==> src/rtl/regs_arbiter.sv <==
// regs_arbiter: round-robin sharing of the single regs bank access port
// between NUM_REQ requesters, one outstanding transaction at a time, with a
// bounded wait for the bank acknowledge (timeout completes with an error).
module regs_arbiter #(
  parameter int NUM_REQ     = 2,
  parameter int ADDR_SIZE_P = 4,
  parameter int TIMEOUT_P   = 8
) (
  input  logic                           clk,
  input  logic                           reset,
  input  logic [NUM_REQ-1:0]             req,
  input  logic [NUM_REQ-1:0]             req_rd_wr,
  input  logic [NUM_REQ*ADDR_SIZE_P-1:0] req_addr,
  input  logic [NUM_REQ*32-1:0]          req_write_val,
  output logic [NUM_REQ-1:0]             ack,
  output logic [31:0]                    rsp_read_val,
  output logic                           rsp_err,
  output logic                           bus_req,
  output logic                           bus_rd_wr,
  output logic [ADDR_SIZE_P-1:0]         bus_addr,
  output logic [31:0]                    bus_write_val,
  input  logic [31:0]                    bus_read_val,
  input  logic                           bus_ack,
  output logic                           busy,
  output logic [7:0]                     timeout_cnt
);

  localparam int GW = $clog2(NUM_REQ);
  localparam int TW = $clog2(TIMEOUT_P);
  localparam logic [TW-1:0] TIMER_LAST = TW'(TIMEOUT_P - 1);

  typedef enum logic [1:0] {
    IDLE,
    ISSUE,
    WAIT,
    RESP
  } state_t;

  state_t                 state;
  state_t                 state_next;
  logic [GW-1:0]          last_grant;
  logic [GW-1:0]          grant;
  logic [TW-1:0]          timer;
  logic [GW-1:0]          cand;
  logic [GW-1:0]          pick;
  logic                   pick_valid;
  logic                   sel_rd_wr;
  logic [ADDR_SIZE_P-1:0] sel_addr;
  logic [31:0]            sel_write_val;

  // Round-robin search starting one past the last served requester.
  always_comb begin
    pick_valid = 1'b0;
    pick       = '0;
    cand       = '0;
    for (int unsigned i = 1; i <= NUM_REQ; i++) begin
      cand = GW'((32'(last_grant) + i) % NUM_REQ);
      if (!pick_valid && req[cand]) begin
        pick_valid = 1'b1;
        pick       = cand;
      end
    end
  end

  // Command fields of the requester that would be granted this cycle.
  always_comb begin
    sel_rd_wr     = req_rd_wr[pick];
    sel_addr      = req_addr[pick*ADDR_SIZE_P +: ADDR_SIZE_P];
    sel_write_val = req_write_val[pick*32 +: 32];
  end

  // State register.
  always_ff @(posedge clk) begin
    if (reset) begin
      state <= IDLE;
    end else begin
      state <= state_next;
    end
  end

  // Next-state decode; an acknowledge beats a coincident timeout.
  always_comb begin
    state_next = state;
    case (state)
      IDLE:    if (pick_valid) state_next = ISSUE;
      ISSUE:   state_next = WAIT;
      WAIT:    if (bus_ack || (timer == TIMER_LAST)) state_next = RESP;
      RESP:    state_next = IDLE;
      default: state_next = IDLE;
    endcase
  end

  // Outputs decoded from the registered state.
  always_comb begin
    ack     = '0;
    bus_req = (state == ISSUE);
    busy    = (state != IDLE);
    if (state == RESP) begin
      ack[grant] = 1'b1;
    end
  end

  // Grant/command latch, wait timer, response capture and timeout counter.
  always_ff @(posedge clk) begin
    if (reset) begin
      last_grant    <= GW'(NUM_REQ - 1);
      grant         <= '0;
      timer         <= '0;
      timeout_cnt   <= '0;
      rsp_read_val  <= '0;
      rsp_err       <= 1'b0;
      bus_rd_wr     <= 1'b0;
      bus_addr      <= '0;
      bus_write_val <= '0;
    end else begin
      case (state)
        IDLE: begin
          if (pick_valid) begin
            grant         <= pick;
            bus_rd_wr     <= sel_rd_wr;
            bus_addr      <= sel_addr;
            bus_write_val <= sel_write_val;
          end
        end
        ISSUE: begin
          timer <= '0;
        end
        WAIT: begin
          if (bus_ack) begin
            rsp_read_val <= bus_rd_wr ? 32'h0000_0000 : bus_read_val;
            rsp_err      <= 1'b0;
          end else if (timer == TIMER_LAST) begin
            rsp_read_val <= 32'hDEAD_BEEF;
            rsp_err      <= 1'b1;
            if (timeout_cnt != 8'hFF) begin
              timeout_cnt <= timeout_cnt + 8'd1;
            end
          end else begin
            timer <= timer + 1'b1;
          end
        end
        RESP: begin
          last_grant <= grant;
        end
        default: ;
      endcase
    end
  end

endmodule

==> config.mk <==
export PLATFORM = sky130hd
export DESIGN_NAME = regs_arbiter
export DESIGN_NICKNAME = d
export VERILOG_FILES = /design/src/rtl/regs_arbiter.sv
export SDC_FILE = /design/constraint.sdc
export NUM_CORES = 1
export LEC_CHECK = 0
export ABC_AREA = 1
export CAP_MARGIN = 20
export CORE_ASPECT_RATIO = 1.25
export CORE_MARGIN = 3
export CORE_UTILIZATION = 40
export DETAILED_ROUTE_END_ITERATION = 10
export PLACE_DENSITY = 0.89
export SYNTH_ARGS = -nofsm -noshare
export SYNTH_HDL_FRONTEND = slang
export SYNTH_SLANG_ARGS = --single-unit
==> constraint.sdc <==
create_clock -name clk -period 1.9 [get_ports clk]
set_clock_uncertainty 0.05 [all_clocks]
set_input_delay 0.19 -clock clk [delete_from_list [all_inputs] [get_ports clk]]
set_output_delay 0.19 -clock clk [all_outputs]
set_load 0.05 [all_outputs]
==> results of run 1 <==
## metrics by stage
stage / setup WS, ns / hold WS (ns)
6_report: 0.0666 / 0.344
5_1_grt: 0.0136 / 0.334
4_1_cts: 0.00539 / 0.326
3_5_place_dp: 0.179 / 0.414
3_3_place_gp: 0.320 / 0.400
2_1_floorplan: 0.202 / 0.299
## state kept, by name (all words and copies together), names as in the netlist
signal,flops
state,2
rsp_err,1
bus_write_val,32
bus_rd_wr,1
last_grant,1
timer,3
rsp_read_val,32
grant,1
bus_addr,4
timeout_cnt,8
## cell families after synthesis
logic type               count (synthesis)
AND/OR/NAND/NOR                        198
adder cells (fa/ha/maj)                  9
AO/OA/AOI/OAI                          130
XOR/XNOR                                 2
buffers and inverters                   59
flip-flops                              85
## where the power goes
part           switching (mW)  total [mW]  internal [mW]
combinational            2.68        4.09           1.41
sequential              0.254        2.50           2.24
clock                   0.680        1.43          0.747
## final cells by class
| type | count | share of cell area (%) |
|---|---|---|
| repair buffers | 202 | 34.7 |
| multi-input cells | 339 | 28.9 |
| flip-flops and latches | 85 | 28.7 |
| well taps | 120 | 2.53 |
| clock buffers | 9 | 2.09 |
| clock inverters | 7 | 1.67 |
| inverters | 23 | 1.48 |
## tightest hold or removal path: stages
cell	delay [ns]
clkdlybuf4s50_1	0.39
nand2_1	0.06
a31oi_1	0.07
## cells in the final DEF, fill, tap and decap left out, types with 2 or more instances in the layout
master,netlist,final
clkdlybuf4s50_1,0,185
nand2_1,106,106
dfxtp_1,85,85
a21oi_1,41,41
nor2_1,38,38
o21ai_0,37,37
a31oi_1,37,37
nor3_1,25,25
inv_1,17,17
nand3_1,17,17
o21ai_1,12,12
ha_1,9,9
clkbuf_8,0,9
buf_4,6,9
inv_2,5,5
buf_12,0,5
nand2_2,4,3
dlymetal6s2s_1,0,3
nand2_4,1,2
clkinv_2,1,2
nand3b_1,2,2
nand4_1,2,2
xor2_1,2,2
clkinv_4,0,2
bufinv_16,0,2
## per-layer routing
metal	vias to the layer above	track usage [%]	routed length [microns]
met2	175	37.5	5650
li1	1982	-	-
met5	-	0	7
met1	1795	23.1	4400
met3	16	10.4	1310
met4	2	8.23	191
## worst min-delay path by stage
stage	startpoint	to	depth (start not counted)
CTS	req_rd_wr[0]	bus_rd_wr$_SDFFE_PP0P_	3
finish	req_rd_wr[0]	bus_rd_wr$_SDFFE_PP0P_	3
global route	req_write_val[44]	bus_write_val[12]$_SDFFE_PP0P_	3
floorplan	req_write_val[2]	bus_write_val[2]$_SDFFE_PP0P_	2
global placement	last_grant$_SDFFE_PP1N_	last_grant$_SDFFE_PP1N_	2
detailed placement	last_grant$_SDFFE_PP1N_	last_grant$_SDFFE_PP1N_	2
==> results.yml, run 1 <==
sta:
  worst_pin_slew_ns: 0.538
  final-setup-viol-count: 0
  timing.final.crit_share_pct: 96.5
  slew_headroom_pct: 64.1
  layout_min_cycle_time_ns: 1.83
  fmax_mhz: 545
  rsz0062_at_grt: "false"
  final_hold_viol_count: 0
  tns_ns: 0
  final_max_slew_viol_count: 0
job:
  drv_cap: 0
grt:
  grt_usage_pct: 21.8
  grt-ovfl-total: 0
  grt_pass1_vias: 3802
  grt_max_degree: 76
  antenna_found_initial: 1
  grt_pass1_wl_mm: 18.3
synthesis:
  netlist_top_cells_count: "nand2_1 (106), dfxtp_1 (85), a21oi_1 (41), nor2_1 (38)"
  yosysWarnings: 0
  synth_edf_count: 0
  synth-simple-area-share_pct: 23.2
  syn_area_sq_mm: 0.00371
  ys_seq_area_share_pct: 45.8
  netlist_instances: 483
  synth.net_count: 603
  yosysMostFrequentCell: "nand2_1"
  syn-mean-instance-area_sq_um: 7.69
  synth_top_area_share_pct: 45.8
  ys_types: 28
  synth-main-ff-cell: "dfxtp_1"
  yosys.area.top_type: "dfxtp_1"
  muxShareOfSynthArea_pct: 0
  synth_adder_area_share_pct: 3.03
  synthArstFlopShare_pct: 0
  synth_compound_area_share_pct: 19.2
  synth_top_family_by_area: "simple AND/OR/NAND/NOR gates"
  netlist_top_cells_area: "dfxtp_1 (46%), nand2_1 (11%), a31oi_1 (6.2%)"
  synth-xor-area-share_pct: 0.472
  ys_ff_latch: 85
drt:
  via_per_inst: 5.06
  num_vias: 3970
  drt_wl_total_mm: 11.6
  dr.pass1.iters: 4
  drt_iter0_drc: 194
  ant_nets: 0
  drc: 0
  wl_per_cell_microns: 14.7
placed_design:
  portBuffers: 192
  placedCellCount: 769
  post-dp-hpwl_mm: 8.62
  dpl-instance-area_sq_mm: 0.00570
  gp_congestion: 0.830
hold_path:
  min_path_type: "primary input to flop"
cts:
  clock-sinks: 85
  root_buffer: "clkbuf_8"
  clock_latency_ns: 0.35
  cts_buffers: 9
  clk_path_buf_depth: 2
  path_clk_slew_ns: 0.09
  post-cts-setup-buffers: 0
  cts_tree: "done"
  htree_levels: 3
  cts_resized: 0
  ctsHoldBuffers: 0
final_layout:
  layoutNonFillerInstCount: 785
  fin_util_pct: 67.1
  multi_input_area_sq_mm: 0.00171
  syn2layout_area_growth_pct: 59.7
  fillers: 730
  final_area_sq_mm: 0.00593
  drive_above_1_share_pct: 6.92
  nets: 780
  register_area_sq_mm: 0.00170
  antenna_cells: 0
critical_path:
  timing.rr.end: "rsp_read_val[9]$_SDFFE_PP0P_"
  crit_type: "flop to primary output"
  crit_chain: "clkdlybuf4s50_1"
  arrival_ns: 1.59
  startpoint: "timeout_cnt[5]$_SDFFE_PP0P_"
  end_kind: "primary output"
  rrSetupSlack_ns: 0.23
  crit_path_top_delay_cell: "clkdlybuf4s50_1"
  crit_required_ns: 1.66
  worst_r2r_path_depth: 7
  rr_startpoint: "state[0]$_SDFFE_PP0P_"
  start_kind: "flop"
  critPathMaxStageDelay_ns: 0.83
  path_depth: 1
  path_max_fanout: 4
  crit_buf_inv: 1
  crit_end: "timeout_cnt[5]"
  path_delay_family: "buffers and inverters"
die:
  die_area_sq_mm: 0.0105
  initial_utilization_pct: 42.0
  die_w_microns: 92.2
  die_height_microns: 114
  fp.coreArea_sq_mm: 0.00884
  rows: 38
  io_pins: 193
run_status:
  outcome: "complete, no violations"
pwr:
  power_leakage_nw: 2.39
  p_total_mw: 8.01
  peakVddDrop_uv: 862
  power_density_mw_per_mm2: 1350
(Power assumes the default switching activity.)
==> inputs of run 2 (changes only) <==
--- a/config.mk
+++ b/config.mk
@@ -12,6 +12,7 @@
 export CORE_UTILIZATION = 40
 export DETAILED_ROUTE_END_ITERATION = 10
 export PLACE_DENSITY = 0.89
+export REMOVE_ABC_BUFFERS = 1
 export SYNTH_ARGS = -nofsm -noshare
 export SYNTH_HDL_FRONTEND = slang
 export SYNTH_SLANG_ARGS = --single-unit
==> results.yml, run 2 (same netlist as run 1, synthesis figures left out) <==
final_layout:
  nets: 781
  layout_common_cells: "clkdlybuf4s50_1 (184), nand2_1 (106), dfxtp_1 (85)"
  multi_input_area_sq_mm: 0.00171
  reg_top3: "bus_write_val x32, rsp_read_val x32, timeout_cnt x8"
  fin_util_pct: 66.8
  layoutNonFillerInstCount: 786
  antenna_cells: 0
  fillers: 697
  syn2layout_area_growth_pct: 59.0
  register_area_sq_mm: 0.00170
  final_common_cell: "clkdlybuf4s50_1"
  drive_above_1_share_pct: 7.06
sta:
  tns_ns: 0
  final_hold_viol_count: 0
  slew_headroom_pct: 63.9
  final-setup-viol-count: 0
  timing.final.crit_share_pct: 96.7
  final_max_slew_viol_count: 0
  finalWorstSetupSlack_ns: 0.0627
  layout_min_cycle_time_ns: 1.84
  fmax_mhz: 544
  worst_pin_slew_ns: 0.540
  rsz0062_at_grt: "false"
critical_path:
  crit_required_ns: 1.66
  path_max_fanout: 4
  arrival_ns: 1.60
  critPathMaxStageDelay_ns: 0.84
  path_delay_family: "buffers and inverters"
  crit_type: "flop to primary output"
  end_kind: "primary output"
  crit_buf_inv: 1
  crit_chain: "clkdlybuf4s50_1"
  start_kind: "flop"
  startpoint: "timeout_cnt[4]$_SDFFE_PP0P_"
  rr_startpoint: "state[1]$_SDFFE_PP0P_"
  crit_path_top_delay_cell: "clkdlybuf4s50_1"
drt:
  via_per_inst: 5.10
  drt_wl_total_mm: 11.2
  wl_per_cell_microns: 14.3
  ant_nets: 0
  drt_iter0_drc: 208
  num_vias: 4006
  drc: 0
  dr.pass1.iters: 4
die:
  die_height_microns: 114
  io_pins: 193
  rows: 38
  die_area_sq_mm: 0.0105
  die_w_microns: 92.2
  initial_utilization_pct: 42.0
  fp.coreArea_sq_mm: 0.00884
grt:
  grt_max_degree: 64
  antenna_found_initial: 0
  grt_usage_pct: 21.1
  grt_pass1_wl_mm: 17.9
  grt_pass1_vias: 3885
  grt-ovfl-total: 0
cts:
  clock_latency_ns: 0.35
  post-cts-setup-buffers: 0
  path_clk_slew_ns: 0.09
  cts_buffers: 9
  clock-sinks: 85
  root_buffer: "clkbuf_8"
  clk_path_buf_depth: 2
  htree_levels: 3
  cts_tree: "done"
pwr:
  peakVddDrop_uv: 825
  power_leakage_nw: 2.40
  power_density_mw_per_mm2: 1340
placed_design:
  place_ws_ns: 0.233
  gp_congestion: 0.816
  portBuffers: 192
  placedCellCount: 770
  post-dp-hpwl_mm: 8.60
hold_path:
  hold_start: "req_write_val[55]"
  min_path_type: "primary input to flop"
run_status:
  outcome: "complete, no violations"
job:
  drv_cap: 0
run 2: what timing repair did:
| action | CTS | global route |
|---|---|---|
| setup endpoints to repair | 0 | 4 |
| resized for setup | 0 | 4 |
| hold buffers | 0 | 0 |
run 2: per-layer routing:
layer	up-vias	GRT usage, %	wire length, microns
met2	200	36.9	5650
met3	36	5.34	966
met1	1785	23.2	4190
li1	1985	-	-
met4	0	11.9	445
met5	-	0	0
run 2: final cells by class:
type | count | area share [%]
Timing Repair Buffer | 203 | 34.8
Multi-Input combinational cell | 339 | 28.9
Sequential cell | 85 | 28.8
Tap cell | 120 | 2.54
Clock buffer | 9 | 2.10
Inverter | 23 | 1.48
Clock inverter | 7 | 1.38
run 2: worst reg2reg max path: cells and delay by family (launching register included):
kind,cells,cell delay (ns)
AO/OA/AOI/OAI,3,0.48
flip-flops,1,0.35
adder cells (fa/ha/maj),1,0.23
buffers and inverters,3,0.46
run 2: stage by stage:
step / hold slack (ns) / cell area, sq um / total power, mW
floorplan: 0.202 / 3500 / 5.03
detailed placement: 0.407 / 5690 / 6.63
global route: 0.349 / 5910 / 8.35
global placement: 0.394 / 5690 / 6.52
finish: 0.351 / 5910 / 7.92
CTS: 0.328 / 5900 / 7.98
run 2: final timing paths:
| check | endpoint | cells past startpoint | slack (ns) |
|---|---|---|---|
| worst max-delay path | timeout_cnt[4] | 1 | 0.06 |
| worst min-delay path | bus_write_val[23]$_SDFFE_PP0P_ | 3 | 0.35 |
| worst max register to register | bus_write_val[14]$_SDFFE_PP0P_ | 7 | 0.24 |
| worst min register to register | rsp_err$_SDFFE_PP0P_ | 2 | 0.43 |
run 2: report_power, final:
| part | switching [mW] | internal, mW |
|---|---|---|
| Combinational | 2.68 | 1.41 |
| Sequential | 0.254 | 2.24 |
| Clock | 0.697 | 0.631 |
| Total | 3.63 | 4.29 |
==> inputs of run 3 (changes only) <==
--- a/config.mk
+++ b/config.mk
@@ -11,6 +11,7 @@
 export CORE_MARGIN = 3
 export CORE_UTILIZATION = 40
 export DETAILED_ROUTE_END_ITERATION = 10
+export MAX_ROUTING_LAYER = met4
 export PLACE_DENSITY = 0.89
 export REMOVE_ABC_BUFFERS = 1
 export SYNTH_ARGS = -nofsm -noshare
==> results.yml, run 3 (same netlist as run 1, synthesis figures left out) <==
sta:
  timing.final.crit_share_pct: 96.7
  fmax_mhz: 544
  tns_ns: 0
  slew_headroom_pct: 63.7
  final-setup-viol-count: 0
  finalWorstSetupSlack_ns: 0.0618
  worst_pin_slew_ns: 0.542
  final_hold_viol_count: 0
  layout_min_cycle_time_ns: 1.84
  fin_hold_ws_ns: 0.346
  final_max_slew_viol_count: 0
  rsz0062_at_grt: "false"
cts:
  cts_tree: "done"
  cts_resized: 0
  ctsHoldBuffers: 0
  path_clk_slew_ns: 0.09
  clock_latency_ns: 0.35
  post-cts-setup-buffers: 0
  htree_levels: 3
  root_buffer: "clkbuf_8"
  clock-sinks: 85
  clk_path_buf_depth: 2
  cts_buffers: 9
critical_path:
  critPathMaxStageDelay_ns: 0.83
  startpoint: "timeout_cnt[0]$_SDFFE_PP0P_"
  worst_r2r_path_depth: 7
  crit_buf_inv: 1
  rrSetupSlack_ns: 0.25
  path_delay_family: "buffers and inverters"
  start_kind: "flop"
  path_max_fanout: 5
  timing.rr.end: "rsp_read_val[17]$_SDFFE_PP0P_"
  crit_type: "flop to primary output"
  rr_startpoint: "state[0]$_SDFFE_PP0P_"
  arrival_ns: 1.60
  crit_path_top_delay_cell: "clkdlybuf4s50_1"
  crit_chain: "clkdlybuf4s50_1"
  crit_required_ns: 1.66
  end_kind: "primary output"
drt:
  drc: 0
  num_vias: 4012
  drt_iter0_drc: 187
  dr.pass1.iters: 6
  drt_wl_total_mm: 11.2
  wl_per_cell_microns: 14.3
  via_per_inst: 5.10
  ant_nets: 0
placed_design:
  post-dp-hpwl_mm: 8.60
  gp_congestion: 0.829
  portBuffers: 192
  dpl-instance-area_sq_mm: 0.00569
  placedCellCount: 770
  place_ws_ns: 0.233
final_layout:
  fin_util_pct: 66.8
  drive_above_1_share_pct: 7.06
  final_common_cell: "clkdlybuf4s50_1"
  reg_top3: "bus_write_val x32, rsp_read_val x32, timeout_cnt x8"
  syn2layout_area_growth_pct: 59.1
  nets: 781
  final_area_sq_mm: 0.00591
  antenna_cells: 0
  layoutNonFillerInstCount: 786
  layout_common_cells: "clkdlybuf4s50_1 (183), nand2_1 (106), dfxtp_1 (85)"
  register_area_sq_mm: 0.00170
  fillers: 697
  multi_input_area_sq_mm: 0.00171
run_status:
  outcome: "complete, no violations"
die:
  die_area_sq_mm: 0.0105
  fp.coreArea_sq_mm: 0.00884
  die_height_microns: 114
  initial_utilization_pct: 42.0
  rows: 38
  io_pins: 193
  die_w_microns: 92.2
pwr:
  power_leakage_nw: 2.42
  p_total_mw: 7.92
  power_density_mw_per_mm2: 1340
  peakVddDrop_uv: 824
grt:
  grt_pass1_wl_mm: 17.9
  grt_usage_pct: 21.8
  grt_max_degree: 64
  grt-ovfl-total: 0
  grt_pass1_vias: 3890
  antenna_found_initial: 0
hold_path:
  min_path_type: "primary input to flop"
  hold_start: "req_write_val[55]"
  hold_depth: 3
  holdPathEnd: "bus_write_val[23]$_SDFFE_PP0P_"
job:
  drv_cap: 0
run 3: worst reg2reg max path, cell delays in order (launching register included):
cell and delay [ns]:
dfxtp_1 0.35, inv_1 0.13, ha_1 0.33, nand2_1 0.13, nand2_2 0.11, buf_12 0.20, o21ai_0 0.12, a21oi_1 0.16
run 3: power by group:
part           internal (mW)  leakage (nW)  switching [mW]
logic                   1.41          1.62            2.68
registers               2.24         0.697           0.255
clock network          0.631         0.107           0.695
total                   4.29          2.42            3.63
run 3: layout make-up:
cell class                 count  area share, %
multi-input combinational    339           28.9
clock buffer                   9           2.10
sequential                    85           28.8
clock inverter                 7           1.38
inverter                      23           1.48
tap                          120           2.54
timing repair buffer         203           34.8
run 3: how the worst max path moves through the flow:
| stage | to | slack [ns] | cells past startpoint |
|---|---|---|---|
| global placement | bus_write_val[15]$_SDFFE_PP0P_ | 0.32 | 6 |
| CTS | timeout_cnt[2] | 0.004 | 1 |
| detailed placement | bus_write_val[10]$_SDFFE_PP0P_ | 0.23 | 6 |
| finish | timeout_cnt[0] | 0.06 | 1 |
| floorplan | bus_write_val[0]$_SDFFE_PP0P_ | -0.17 | 6 |
| global route | timeout_cnt[0] | 0.003 | 1 |
run 3: per-layer routing:
metal  wire, microns  vias up  part of all wire (%)  track usage [%]
li1                -     1983                     -                -
met4             408        0                   3.6             11.0
met5               0        -                     0                -
met3             871       32                   7.8             4.95
met1            4300     1786                    38             24.1
met2            5660      211                    50             36.8
